## src/rtl/io_sync_filter.sv

```systemverilog
// Multi-channel input conditioner: N-flop synchroniser followed by a consecutive-sample glitch filter
// with registered rise/fall strobes. Define IO_SYNC_FILTER_BREAK_EN to add per-channel break (long-low) detection.
module io_sync_filter #(
    parameter int unsigned      NumCh        = 2,
    parameter int unsigned      SyncStages   = 2,
    parameter int unsigned      FilterCycles = 4,
    parameter logic [NumCh-1:0] ResetVal     = {NumCh{1'b1}},
    parameter int unsigned      BreakCycles  = 1800
) (
    input  logic             clk_i,
    input  logic             rst_i,
    input  logic [NumCh-1:0] async_i,
    output logic [NumCh-1:0] level_o,
    output logic [NumCh-1:0] rise_o,
    output logic [NumCh-1:0] fall_o,
    output logic [NumCh-1:0] break_o
);

    localparam int unsigned     CntW    = $clog2(FilterCycles + 1);
    localparam logic [CntW-1:0] CntLast = CntW'(FilterCycles - 1);

    if (NumCh < 1 || SyncStages < 2 || FilterCycles < 1 || BreakCycles < 1) begin : g_param_err
        $error("io_sync_filter: illegal parameter combination");
    end

    logic [NumCh-1:0] sync_r [SyncStages];
    logic [NumCh-1:0] synced_s;

    // Plain shift chain; nothing may sit between the flops.
    always_ff @(posedge clk_i or posedge rst_i) begin
        if (rst_i) begin
            for (int k = 0; k < SyncStages; k++) begin
                sync_r[k] <= ResetVal;
            end
        end else begin
            sync_r[0] <= async_i;
            for (int k = 1; k < SyncStages; k++) begin
                sync_r[k] <= sync_r[k-1];
            end
        end
    end

    assign synced_s = sync_r[SyncStages-1];

    for (genvar i = 0; i < NumCh; i++) begin : g_ch
        logic [CntW-1:0] cnt_r;
        logic [CntW-1:0] cnt_s;
        logic            level_r;
        logic            level_s;
        logic            rise_r;
        logic            rise_s;
        logic            fall_r;
        logic            fall_s;

        // Accept a new level only after FilterCycles consecutive differing samples.
        always_comb begin
            cnt_s   = cnt_r;
            level_s = level_r;
            rise_s  = 1'b0;
            fall_s  = 1'b0;
            if (synced_s[i] != level_r) begin
                if (cnt_r == CntLast) begin
                    cnt_s   = {CntW{1'b0}};
                    level_s = synced_s[i];
                    rise_s  = synced_s[i];
                    fall_s  = ~synced_s[i];
                end else begin
                    cnt_s = cnt_r + CntW'(1);
                end
            end else begin
                cnt_s = {CntW{1'b0}};
            end
        end

        // Filter state and strobe registers.
        always_ff @(posedge clk_i or posedge rst_i) begin
            if (rst_i) begin
                cnt_r   <= {CntW{1'b0}};
                level_r <= ResetVal[i];
                rise_r  <= 1'b0;
                fall_r  <= 1'b0;
            end else begin
                cnt_r   <= cnt_s;
                level_r <= level_s;
                rise_r  <= rise_s;
                fall_r  <= fall_s;
            end
        end

        assign level_o[i] = level_r;
        assign rise_o[i]  = rise_r;
        assign fall_o[i]  = fall_r;

`ifdef IO_SYNC_FILTER_BREAK_EN
        localparam int unsigned     BrkW   = $clog2(BreakCycles + 1);
        localparam logic [BrkW-1:0] BrkMax = BrkW'(BreakCycles);

        logic [BrkW-1:0] brk_cnt_r;
        logic [BrkW-1:0] brk_cnt_s;
        logic            brk_r;

        // Saturating low-time counter, cleared once the filtered level is back high.
        always_comb begin
            brk_cnt_s = brk_cnt_r;
            if (level_r == 1'b0) begin
                if (brk_cnt_r != BrkMax) begin
                    brk_cnt_s = brk_cnt_r + BrkW'(1);
                end else begin
                    brk_cnt_s = brk_cnt_r;
                end
            end else begin
                brk_cnt_s = {BrkW{1'b0}};
            end
        end

        // Break flag registered alongside the counter so it tracks counter==BreakCycles.
        always_ff @(posedge clk_i or posedge rst_i) begin
            if (rst_i) begin
                brk_cnt_r <= {BrkW{1'b0}};
                brk_r     <= 1'b0;
            end else begin
                brk_cnt_r <= brk_cnt_s;
                brk_r     <= (brk_cnt_s == BrkMax);
            end
        end

        assign break_o[i] = brk_r;
`else
        assign break_o[i] = 1'b0;
`endif
    end

endmodule

```

## config.mk

```make
export PLATFORM = sky130hd
export DESIGN_NAME = io_sync_filter
export DESIGN_NICKNAME = d
export VERILOG_FILES = /design/src/rtl/io_sync_filter.sv
export SDC_FILE = /design/constraint.sdc
export NUM_CORES = 1
export LEC_CHECK = 0
export ABC_AREA = 1
export BUFFER_PORTS_ARGS = -buffer_cell sky130_fd_sc_hd__buf_4
export CAP_MARGIN = 20
export CELL_PAD_IN_SITES_DETAIL_PLACEMENT = 0
export CELL_PAD_IN_SITES_GLOBAL_PLACEMENT = 2
export CORE_MARGIN = 1.5
export CORE_UTILIZATION = 37
export CTS_BUF_LIST = sky130_fd_sc_hd__clkbuf_2
export CTS_CLUSTER_DIAMETER = 50
export DETAILED_ROUTE_END_ITERATION = 7
export GPL_ROUTABILITY_DRIVEN = 1
export HOLD_SLACK_MARGIN = 0.02
export PLACE_DENSITY = 0.9
export SETUP_SLACK_MARGIN = 0.05
export SLEW_MARGIN = 20
export SYNTH_ARGS = -nofsm -noshare
export SYNTH_HDL_FRONTEND = slang
export SYNTH_SLANG_ARGS = --single-unit
export TNS_END_PERCENT = 100
```

## constraint.sdc

```tcl
create_clock -name clk_i -period 2.08 [get_ports clk_i]
set_input_delay 0 -clock clk_i [delete_from_list [all_inputs] [get_ports clk_i]]
set_output_delay 0 -clock clk_i [all_outputs]
set_load 0.05 [all_outputs]
```

* Word-level counts from Yosys, hierarchy flattened
Cells that the tools add are included.
Widths: inputs -> output; s select.
** Operators by class
- Add/sub/neg operators :: 2
- Equal/unequal tests :: 4
- Mux-type cells :: 12
- Bitwise operators :: 2
- Reduce and logical (&&, ||, !) cells :: 2
** Operator list (count)
- $mux 3 :: 4
- $mux 1 :: 8
- $add 3x1->3 const B :: 2
- $eq 3x2->1 const B :: 2
- $reduce_and 2->1 :: 2
- $ne 1x1->1 :: 2
- $not 1->1 :: 2
** Word-level totals
- Flip-flop bits (word level) :: 16
- Word-level logic and storage cells :: 32

* Logic depth before layout (Yosys ltp)
- Word-level depth :: 3
- Mapped depth :: 4
- Gate-level depth less buffers :: 4

* Worst setup path before layout
Ideal clock, no wire load.
- Kind :: register to register
- Start point :: register g_ch[1].cnt_r[0]
- End point :: register g_ch[1].cnt_r[0]
- Library setup time :: 0.071 ns
- Data arrival time :: 0.815 ns
- Required time :: 2.009 ns
- Setup slack :: 1.194 ns
- Cell stages (with the launch flop) :: 5
- Path buffers :: 0
- Period minus slack after synthesis :: 0.886 ns
- Cell sequence :: dfrtp_1 ha_1 nand2_1 nand2_1 nor2_1
** Between the ends
- Word-level cells in the longest chain between the ends :: 3
- Elaborated cells on any way between the ends :: 4
- Classes of those cells :: add/sub: 1; eq/ne: 1; mux: 2
** RTL lines
- from (decl) :: line 46 : logic [CntW-1:0] cnt_r;
- from (signal assigned) :: line 78 : cnt_r <= {CntW{1'b0}};
- from (signal assigned) :: line 83 : cnt_r <= cnt_s;
- $add 3x1->3 / $eq 3x2->1 (equally long branches) :: line 68, 62
- $mux 3 * :: line 62 : if (cnt_r == CntLast) begin
- $mux 3 * :: line 61 : if (synced_s[i] != level_r) begin
- via g_ch[1].cnt_s[0] :: line 47 : logic [CntW-1:0] cnt_s;
The timed path passes the listed nets; every way through them passes the cells marked *.
A chain may end at the register's enable or synchronous reset.

* Worst setup path after layout
- Start point :: register g_ch[0].level_r
- End point :: output level_o[0]
** RTL lines
- from (decl) :: line 48 : logic level_r;
- from (signal assigned) :: line 79 : level_r <= ResetVal[i];
- from (signal assigned) :: line 84 : level_r <= level_s;
- to (decl) :: line 13 : output logic [NumCh-1:0] level_o,
No word-level cell between the ends.

==> results.tsv <==
metric	value	unit
syn2layout_area_growth	13.8	%
power_per_cell_area	1120	nW/um^2
peakVddDrop	0.326	mV
crit_required	2.08	ns
cts.sinks	16	
worstSetupPathType	flop to primary output	
wire_per_inst	8.63	um
place_ws	1.10	ns
crit_path_top_delay_cell	dfstp_2	
cts_tree	yes	
nNetsFinal	84	
cp_cell_sequence	buf_4	
clk_pin_slew	0.15	ns
grt_max_degree	17	
worst_pin_slew	0.585	ns
avgSynthCellArea	9.72	um^2
final_cell_mix	nand2_1, inv_1, dfrtp_1	
ys_ff_latch	16	
finalSetupTns	0	ns
synth_area_leaders	dfrtp_1, dfstp_2, buf_4	
cts_made_buffers	3	
cp-start-kind	flop	
routed_wl	880	um
drc	0	
fin_cells	102	
whs	0.325	ns
relSlewSlack	61.0	%
n_antenna_cell	0	
switching_share	38.2	%
antenna_found_initial	0	
period_minus_slack	1.06	ns
place_hpwl	607	um
clk-insertion-delay-late	0.28	ns
fp.dieH	45.3	um
dp_cells	95	
start_util	38.7	%
cts-htree-levels	1	
grt_setup_unrepaired	no	
track_usage	11.6	%
syn_area	661	um^2
avgViaCountPerCell	3.98	
netlist.area_leader.share	37.9	%
layout_commonest_cell	nand2_1	
dieArea	2050	um^2
hold_viol	0	
grt_pass1_wl	1.51	mm
n_fill_cell	175	
clock_power_share	16.4	%
synth.distinct_cells	11	
fin_ws	1.02	ns
root_buffer	clkbuf_2	
maxCapViolCount	0	
p_leak	0.395	nW
setup_viol	0	
post_cts_buffers	0	
crit_path_end_kind	primary output	
finalCritPeriodShare	51.0	%
ant_nets	0	
pin_count	12	
die_x	45.3	um
p_int	520	uW
post-route-cell-area	752	um^2
max_freq	0.943	GHz
cp.buffers_inverters	1	
p_comb_share	33.9	%
gp_congestion	0.741	
num_rows	15	
grt_pass1_vias	342	
status	completed	
finClkSkew	0.00396	ns
num_vias	406	
cp_top_family	flip-flops	
seqPwrFrac	49.7	%
drive_above_1_share	26.0	%
cp.arrival	1.06	ns
core-area	1710	um^2
syn-instance-count	68	
crit_path_max_incr_delay	0.58	ns
drt_first_pass_iters	2	
drt_iter0_drc	1	
placed_cell_area	703	um^2
yosysWarningCount	0	
ff2ff_setup_slack	1.08	ns
synth_top_area_cell	dfrtp_1	
gr-total-overflow	0	
p_sw	321	uW
hold_class	input port to asynchronous set/reset pin	
finalMaxSlewViolations	0	
yosysSeqAreaShare	61.7	%
clockBufferDepth	2	
path_max_fanout	4	
port_buffers	9	
[layout make-up]
| class | count | area [um^2] | area share [%] |
|---|---|---|---|
| Inverter | 11 | 41.3 | 5.49 |
| Timing Repair Buffer | 12 | 97.6 | 13.0 |
| Tap cell | 25 | 31.3 | 4.16 |
| Clock buffer | 3 | 15.0 | 2.00 |
| Clock inverter | 1 | 3.75 | 0.499 |
| Sequential cell | 16 | 408 | 54.2 |
| Multi-Input combinational cell | 34 | 155 | 20.6 |
[sequential cells by signal, indices dropped and copies added, names as in the netlist]
register      flops
g_ch.cnt_r        6
g_ch.fall_r       2
g_ch.level_r      2
g_ch.rise_r       2
sync_r            2
synced_s          2
[final timing paths]
check | endpoint | cells past startpoint | start
worst max-delay path | level_o[0] | 1 | g_ch[0].level_r$_DFFE_PP1P_
worst min-delay path | g_ch[0].cnt_r[0]$_DFF_PP0_ | 3 | rst_i
worst max register to register | g_ch[0].cnt_r[1]$_DFF_PP0_ | 4 | g_ch[0].cnt_r[0]$_DFF_PP0_
worst min register to register | synced_s[0]$_DFF_PP1_ | 0 | sync_r[2]$_DFF_PP1_
max in group asynchronous | g_ch[1].level_r$_DFFE_PP1P_ | 3 | rst_i
min in group clk_i | sync_r[3]$_DFF_PP1_ | 2 | async_i[1]
[kinds of logic after synthesis]
family | after synthesis | synth area share [%]
DFF | 16 | 61.7
and+or+nand+nor | 30 | 18.6
buffers and inverters | 19 | 15.3
adders and majority gates | 2 | 3.79
other | 1 | 0.568
[worst reg2reg max path: stages, from the launching register on]
cell	delay (ns)
dfrtp_1	0.42
ha_1	0.23
nand2_1	0.14
nand2_1	0.07
nor2_1	0.10
[repair_timing]
item	CTS	global route
hold buffers	3	0
resized for setup	0	0
hold endpoints to repair	12	0
[layer usage]
metal	vias up	GRT usage (%)	part of all wire (%)
met5	-	0	0
met4	0	12.4	2.7
met3	2	4.80	4.2
met2	11	16.6	48
met1	186	12.2	44
li1	207	-	-
[synthesized netlist by cell type, drive strengths merged]
cell type,count
buf,8
conb,1
dfrtp,10
dfstp,6
ha,2
inv,11
nand2,18
nand3,2
nor2,8
nor3,2
[power by group through the flow]
stage,Combinational [mW],Sequential (mW),Clock (mW)
6_report,0.285,0.418,0.138
5_1_grt,0.321,0.427,0.163
4_1_cts,0.288,0.418,0.147
3_5_place_dp,0.283,0.425,0
3_3_place_gp,0.283,0.425,0
2_1_floorplan,0.256,0.416,0
[through the flow]
step | total power [mW] | utilization, %
floorplan | 0.672 | -
global placement | 0.708 | 41.2
detailed placement | 0.707 | 41.2
CTS | 0.854 | 44.0
global route | 0.910 | 44.0
finish | 0.841 | 44.0
Power figures use the tool's default switching activity.
